File: src/rtl/alu_sched_pkg.sv
// rtl/alu_sched_pkg.sv - shared types and opcode constants for the ALU scheduler
package alu_sched_pkg;

  typedef enum logic [1:0] {
    IDLE = 2'd0,
    EXEC = 2'd1,
    RESP = 2'd2
  } state_t;

  localparam logic [2:0] OP_PASS_A  = 3'b000;
  localparam logic [2:0] OP_ADD     = 3'b001;
  localparam logic [2:0] OP_ILLEGAL = 3'b010;
  localparam logic [2:0] OP_SUB_BA  = 3'b011;
  localparam logic [2:0] OP_NOT_A   = 3'b100;
  localparam logic [2:0] OP_AND     = 3'b101;
  localparam logic [2:0] OP_OR      = 3'b110;
  localparam logic [2:0] OP_XOR     = 3'b111;

  typedef struct packed {
    logic z;
    logic n;
    logic o;
    logic c;
  } flags_t;

endpackage

File: src/rtl/alu_sched_rr_arb2.sv
// rtl/alu_sched_rr_arb2.sv - two-way round-robin arbiter, pointer advances on accept
module rr_arb2 (
  input  logic       clk_i,
  input  logic       rst_ni,
  input  logic [1:0] req_i,
  input  logic       en_i,
  input  logic       accept_i,
  output logic [1:0] gnt_o
);

  logic ptr_q, ptr_d;

  // Lone requester always wins; on a tie the pointer picks the winner
  always_comb begin
    gnt_o = 2'b00;
    if (en_i) begin
      case (req_i)
        2'b01:   gnt_o = 2'b01;
        2'b10:   gnt_o = 2'b10;
        2'b11:   gnt_o = ptr_q ? 2'b10 : 2'b01;
        default: gnt_o = 2'b00;
      endcase
    end
  end

  // After an accept, priority moves to the client that did not win
  always_comb begin
    ptr_d = ptr_q;
    if (accept_i) ptr_d = ~gnt_o[1];
  end

  // Pointer register, client 0 favoured out of reset
  always_ff @(posedge clk_i or negedge rst_ni) begin
    if (!rst_ni) ptr_q <= 1'b0;
    else         ptr_q <= ptr_d;
  end

endmodule

File: src/rtl/alu_sched.sv
// rtl/alu_sched.sv - two-client request/response scheduler in front of a shared ALU
module alu_sched
  import alu_sched_pkg::*;
#(
  parameter int          DATA_W     = 4,
  parameter int          OP_W       = 3,
  parameter logic [2:0]  ILLEGAL_OP = 3'b010
) (
  input  logic                clk,
  input  logic                rst_n,
  input  logic [1:0]          req_valid,
  output logic [1:0]          req_ready,
  input  logic [2*DATA_W-1:0] req_a,
  input  logic [2*DATA_W-1:0] req_b,
  input  logic [2*OP_W-1:0]   req_op,
  output logic [1:0]          rsp_valid,
  input  logic [1:0]          rsp_ready,
  output logic [DATA_W:0]     rsp_out,
  output logic [3:0]          rsp_flags,
  output logic                rsp_err,
  output logic [DATA_W-1:0]   alu_a,
  output logic [DATA_W-1:0]   alu_b,
  output logic [OP_W-1:0]     alu_op,
  input  logic [DATA_W:0]     alu_out,
  input  logic [3:0]          alu_flags,
  output logic                busy
);

  state_t              state_q, state_d;
  logic                owner_q, owner_d;
  logic                err_q, err_d;
  logic [DATA_W:0]     out_q, out_d;
  flags_t              flags_q, flags_d;
  logic [DATA_W-1:0]   alu_a_q, alu_a_d;
  logic [DATA_W-1:0]   alu_b_q, alu_b_d;
  logic [OP_W-1:0]     alu_op_q, alu_op_d;

  logic                accept;
  logic                gnt_idx;
  logic [DATA_W-1:0]   sel_a, sel_b;
  logic [OP_W-1:0]     sel_op;

  rr_arb2 u_arb (
    .clk_i    (clk),
    .rst_ni   (rst_n),
    .req_i    (req_valid),
    .en_i     (state_q == IDLE),
    .accept_i (accept),
    .gnt_o    (req_ready)
  );

  assign accept  = |(req_valid & req_ready);
  assign gnt_idx = req_ready[1];
  assign sel_a   = gnt_idx ? req_a[2*DATA_W-1:DATA_W] : req_a[DATA_W-1:0];
  assign sel_b   = gnt_idx ? req_b[2*DATA_W-1:DATA_W] : req_b[DATA_W-1:0];
  assign sel_op  = gnt_idx ? req_op[2*OP_W-1:OP_W]    : req_op[OP_W-1:0];

  // Next-state: accept in IDLE, one settle cycle in EXEC, hold response until owner takes it
  always_comb begin
    state_d  = state_q;
    owner_d  = owner_q;
    err_d    = err_q;
    out_d    = out_q;
    flags_d  = flags_q;
    alu_a_d  = alu_a_q;
    alu_b_d  = alu_b_q;
    alu_op_d = alu_op_q;
    case (state_q)
      IDLE: begin
        if (accept) begin
          owner_d = gnt_idx;
          if (sel_op == ILLEGAL_OP) begin
            // Rejected opcode never reaches the ALU; the ALU registers keep the last issue
            err_d   = 1'b1;
            out_d   = '0;
            flags_d = '0;
            state_d = RESP;
          end else begin
            alu_a_d  = sel_a;
            alu_b_d  = sel_b;
            alu_op_d = sel_op;
            state_d  = EXEC;
          end
        end
      end
      EXEC: begin
        out_d   = alu_out;
        flags_d = flags_t'(alu_flags);
        err_d   = 1'b0;
        state_d = RESP;
      end
      RESP: begin
        if (rsp_ready[owner_q]) state_d = IDLE;
      end
      default: state_d = IDLE;
    endcase
  end

  // State and datapath registers
  always_ff @(posedge clk or negedge rst_n) begin
    if (!rst_n) begin
      state_q  <= IDLE;
      owner_q  <= 1'b0;
      err_q    <= 1'b0;
      out_q    <= '0;
      flags_q  <= '0;
      alu_a_q  <= '0;
      alu_b_q  <= '0;
      alu_op_q <= '0;
    end else begin
      state_q  <= state_d;
      owner_q  <= owner_d;
      err_q    <= err_d;
      out_q    <= out_d;
      flags_q  <= flags_d;
      alu_a_q  <= alu_a_d;
      alu_b_q  <= alu_b_d;
      alu_op_q <= alu_op_d;
    end
  end

  assign rsp_valid = (state_q == RESP) ? (owner_q ? 2'b10 : 2'b01) : 2'b00;
  assign rsp_out   = out_q;
  assign rsp_flags = flags_q;
  assign rsp_err   = err_q;
  assign alu_a     = alu_a_q;
  assign alu_b     = alu_b_q;
  assign alu_op    = alu_op_q;
  assign busy      = (state_q != IDLE);

endmodule

File: config.mk
export PLATFORM = sky130hd
export DESIGN_NAME = alu_sched
export DESIGN_NICKNAME = d
export VERILOG_FILES = /design/src/rtl/alu_sched_pkg.sv /design/src/rtl/alu_sched_rr_arb2.sv /design/src/rtl/alu_sched.sv
export SDC_FILE = /design/constraint.sdc
export NUM_CORES = 1
export LEC_CHECK = 0
export CORE_ASPECT_RATIO = 0.8
export CORE_MARGIN = 5
export CORE_UTILIZATION = 61
export CTS_CLUSTER_SIZE = 24
export DETAILED_ROUTE_END_ITERATION = 8
export DONT_BUFFER_PORTS = 1
export HOLD_SLACK_MARGIN = 0.15
export PLACE_DENSITY = 0.86
export SYNTH_ARGS = -nofsm -noshare
export SYNTH_HDL_FRONTEND = slang
export SYNTH_SLANG_ARGS = --single-unit
File: constraint.sdc
create_clock -name clk -period 2.5 [get_ports clk]
set_clock_uncertainty 0.05 [all_clocks]
set_input_delay 0.5 -clock clk [delete_from_list [all_inputs] [get_ports clk]]
set_output_delay 0.5 -clock clk [all_outputs]
set_load 0.02 [all_outputs]
# Yosys cells after proc, flatten, opt, wreduce, memory -nomap -nowiden
# Cells that the tools add are included.
op_classes:
  div_mod_pow: 0
  n_eq_ne: 9
  n_mux: 23
  order_cmp: 1
  reduce_logical: 8
  addsub: 0
  shift: 0
  n_bitwise: 3
  multipliers: 0
ops:
  columns: ["op", "n"]
  rows:
  - ["$mux 4", 4]
  - ["$mux 2", 7]
  - ["$pmux 2 s3", 2]
  - ["$mux 5", 2]
  - ["$pmux 5 s2", 1]
  - ["$pmux 4 s2", 1]
  - ["$eq 2x2->1 const B", 3]
  - ["$ne 2x2->1 const B", 3]
  - ["$reduce_and 3->1", 2]
  - ["$eq 2x1->1 const B", 2]
  - ["$mux 1", 4]
  - ["$reduce_and 2->1", 2]
  - ["$reduce_bool 2->1", 2]
  - ["$eq 3x2->1 const B", 1]
  - ["$mux 3", 1]
  - ["$and 2x2->2", 1]
  - ["$logic_not 2->1", 1]
  - ["$lt 1x2->1 const B", 1]
  - ["$not 1->1", 2]
  - ["$pmux 1 s2", 1]
  - ["$reduce_or 2->1", 1]
word_totals:
  elab_cells: 56
  output_inout_bits: 26
  ramBits: 0
  n_memories: 0
  reg_bits: 25
  rom_bits: 0
  latchBits: 0

# Longest topological paths before layout
depth:
  depth_word: 8
  mapped_depth: 6

# Cells and area by module
# From an unflattened synthesis, not the netlist that was laid out.
unflattened:
  hier_cells: 92
  area_unflattened_um2: 1261.2
modules_own_cells:
  columns: ["mod", "cells_per_inst", "instances", "area_each_um2"]
  rows:
  - ["alu_sched", 85, 1, 1194.9]
  - ["rr_arb2", 7, 1, 66.3]

# Worst setup path before layout
# Ideal clock, no wire load.
synth_timing:
  path_kind: "in2reg"
  start: "in req_valid[1]"
  end: "reg alu_a_q[0] (netlist: alu_a[0])"
  setup_time_ns: 0.128
  stages: 6
  arrival_time_ns: 1.961
  path_slack_ns: 0.361
  required_ns: 2.322
  cell_sequence: "or3b_4 or2_1 buf_6 a211oi_2 buf_6 mux2_1"
synth_between:
  elab_chain_len: 7
  elab_cells_between_ends: 12
  cone_classes: "eq/ne: 4; mux: 4; bitwise: 2; reduce/logical: 2"
synth_lines:
  columns: ["element", "line", "source"]
  rows:
  - ["start, declared", "alu_sched.sv:11", "input logic [1:0] req_valid,"]
  - ["$eq 2x2->1 or $eq 2x1->1 (tied branches)", "alu_sched_rr_arb2.sv:17", "case (req_i)"]
  - ["$pmux 2 s3", "alu_sched_rr_arb2.sv:17", null]
  - ["$mux 2", "alu_sched_rr_arb2.sv:16", "if (en_i) begin"]
  - ["$mux 3", "alu_sched.sv:56", "assign sel_op = gnt_idx ? req_op[2*OP_W-1:OP_W] : req_op[OP_W-1:0];"]
  - ["$eq 3x2->1", "alu_sched.sv:72", "if (sel_op == ILLEGAL_OP) begin"]
  - ["$not 1->1 (no line)", null, null]
  - ["$reduce_and 3->1 (no line)", null, null]
  - ["end signal, assigned", "alu_sched.sv:116", "alu_a_q <= alu_a_d;"]
  - ["end, declared", "alu_sched.sv:34", "logic [DATA_W-1:0] alu_a_q, alu_a_d;"]
# Several ways; a longest one is shown, not always the timed one.
# A chain may end at the register's enable or synchronous reset.

# Worst setup path after layout
layout_timing:
  start: "reg state_q[1]"
  end: "out req_ready[1]"
layout_between:
  elab_chain_len: 2
layout_lines:
  columns: ["element", "line", "source"]
  rows:
  - ["start, declared", "alu_sched.sv:29", "state_t state_q, state_d;"]
  - ["start signal, assigned", "alu_sched.sv:111", "state_q <= state_d;"]
  - ["$logic_not 2->1", "alu_sched.sv:47", ".en_i (state_q == IDLE),"]
  - ["$mux 2", "alu_sched_rr_arb2.sv:16", null]
  - ["end, declared", "alu_sched.sv:12", "output logic [1:0] req_ready,"]
# No other way between the ends.

==> impl_metrics.toml <==
[synthesis]
yosysTopAreaCell = "dfrtp_1"
syn_area_per_cell_sq_um = 13.55
ys_seq_area_share_pct = 50.20
synth_most_common_cell = "dfrtp_1"
synth_enable_flop_cells = 0
syn-cell-area_sq_mm = 0.001246
yosysTopAreaCellShare_pct = 50.20
ys_ff_latch = 25
synth_nets = 129
synthFlopType = "dfrtp_1"
ys_types = 30
synthCells = 92
synth_common_cells = "dfrtp_1 (25), mux2_4 (10), a22o_1 (9)"
synthTopCellsByArea = "dfrtp_1 (50%), mux2_4 (12%), a22o_1 (6.3%)"
yosys_warnings = 0
async_flop_share_pct = 100.0

[sta]
tightest_slew_ps = 1115
maxSlewViolCount = 0
tns_ps = 0
slew_headroom_pct = 25.44
hold_slack_ps = 257.2
finalCritPeriodShare_pct = 92.08
layout_min_cycle_time_ps = 2302
worst_slack_ps = 198.1
hold_viol_final = 0
grt_setup_unrepaired = "no"
setup_violations = 0
fmax_mhz = 434.4

[placement]
dp_hpwl_mm = 1.961
gp_congestion = 0.7955
place_ws_ps = 367.7
numPortBuffers = 0
post_dp_cell_area_sq_mm = 0.001252
place_inst = 115

[cts]
cts_setup_buffers = 0
cts_resized = 0
cts_tree = "done"
cts_max_path_buffers = 2
clock-sinks = 25
clock_latency_ps = 320
cts_htree_levels = 1
numCtsBuffers = 3
postCtsHoldBufs = 1
cts-root-buf = "clkbuf_4"
clkTransAtPathRegs_ps = 140

[cells_and_area]
syn_to_final_growth_pct = 3.715
drive_above_1_share_pct = 28.13
instances_no_fill = 120
nNetsFinal = 134
fill_cells = 140
final_area_sq_mm = 0.001292
diodes = 0

[die]
die_w_um = 60.54
chipHeight_um = 50.43
placementRows = 14
dieArea_sq_mm = 0.003052
core_area_sq_mm = 0.001909
io_pins = 63
initial_core_util_pct = 65.27

[setup_path]
cp.required_ps = 1950
arrival_ps = 1750
path_cells = "or3b_4, or2_1, inv_1"
regToRegSetupSlack_ps = 370
crit_path_start_kind = "register"
critical_path.max_fanout = 7
cp-end-kind = "output pin"
worstSetupPathType = "register to output pin"
slowest_stage = "dfrtp_1"
cp_num_buf_inv = 1
critical-path-top-delay-family = "simple AND/OR/NAND/NOR gates"
critPathMaxStageDelay_ps = 470

[detailed_routing]
dr_wl_met3_um = 262
drc = 0
wl_met2_mm = 1.299
dr.max_layer_used = "met4"
vias = 761
drt-total-wl_mm = 2.541
m1WireLength_um = 969
final_antenna_net_count = 0
dr.pass1.iters = 4
drt_iter0_drc = 27
vias_per_cell = 6.342
wl_per_cell_um = 21.18

[grt]
grt_pass1_vias = 815
antenna_found_initial = 0
grt_usage_pct = 17.63
grt_first_pass_wirelength_mm = 4.015
grt_overflow = 0
grt_max_degree = 26

[status]
status = "finished, final reports clean"

[pwr]
ir_drop_mv = 0.8819
p_leak_nw = 0.5975
power_density_mw_per_mm2 = 1383

[worst_hold_path]
hold_class = "input pin to register"

[flow_run]
maxCapViolCount = 0
-- sequential cells by signal (all words and copies together) (netlist names) --
name,count
rsp_out,5
alu_a,4
alu_b,4
rsp_flags,4
alu_op,3
state_q,2
owner_q,1
rsp_err,1
u_arb.ptr_q,1
-- stage by stage --
stage | power (mW) | utilization (%)
after CTS | 1.805 | 67.69
after global placement | 1.572 | 65.60
final | 1.788 | 67.69
after detailed placement | 1.609 | 65.60
after global routing | 1.906 | 67.69
after floorplan | 1.503 | -
-- metal layers --
layer  vias to the layer above  GRT usage [%]
li1                        345              -
met1                       380          20.98
met2                        34          29.86
met3                         2          6.923
met4                         0          4.332
met5                         -              0
-- cell type report --
cell class	instances	area (sq um)	area share [%]
Timing Repair Buffer	4	32.53	2.517
Inverter	2	7.507	0.5808
Sequential cell	25	625.6	48.40
Clock inverter	1	7.507	0.5808
Tap cell	24	30.03	2.323
Clock buffer	3	22.52	1.742
Multi-Input combinational cell	61	566.8	43.85
-- logic make-up (layout without fill, tap and decap cells) --
group	count (synthesis)	in the layout	share of synthesized area, %
multiplexers	21	21	21.89
AND/OR/NAND/NOR	23	23	11.35
flip-flops	25	25	50.20
AO/OA/AOI/OAI	17	17	12.25
buffers and inverters	6	10	4.317
-- path summary, 6_finish.rpt --
kind,depth (start not counted),start,endpoint
worst max register to register,5,state_q[1],alu_b[1]
max in group asynchronous,1,rst_n,rsp_out[4]
min in group asynchronous,1,rst_n,alu_a[2]
worst max-delay path,3,state_q[1],req_ready[1]
worst min-delay path,1,alu_flags[1],rsp_flags[1]
worst min register to register,2,owner_q,owner_q
-- report_power, final --
group	switching, mW	leakage [nW]	internal [mW]
Sequential	0.360	0.305	0.597
Combinational	0.308	0.278	0.337
Clock	0.124	0.0139	0.0612
-- placed cells by master, fill, tap and decap left out, types with 2 or more instances in the layout --
cell type	instances
nand2_1	6
dfrtp_1	25
mux2_4	10
mux2_1	4
a22o_1	9
nand2b_1	2
mux2_2	6
o21ai_0	2
buf_4	3
nor2_1	5
clkbuf_4	3
inv_1	2
Power figures use the tool's default switching activity.
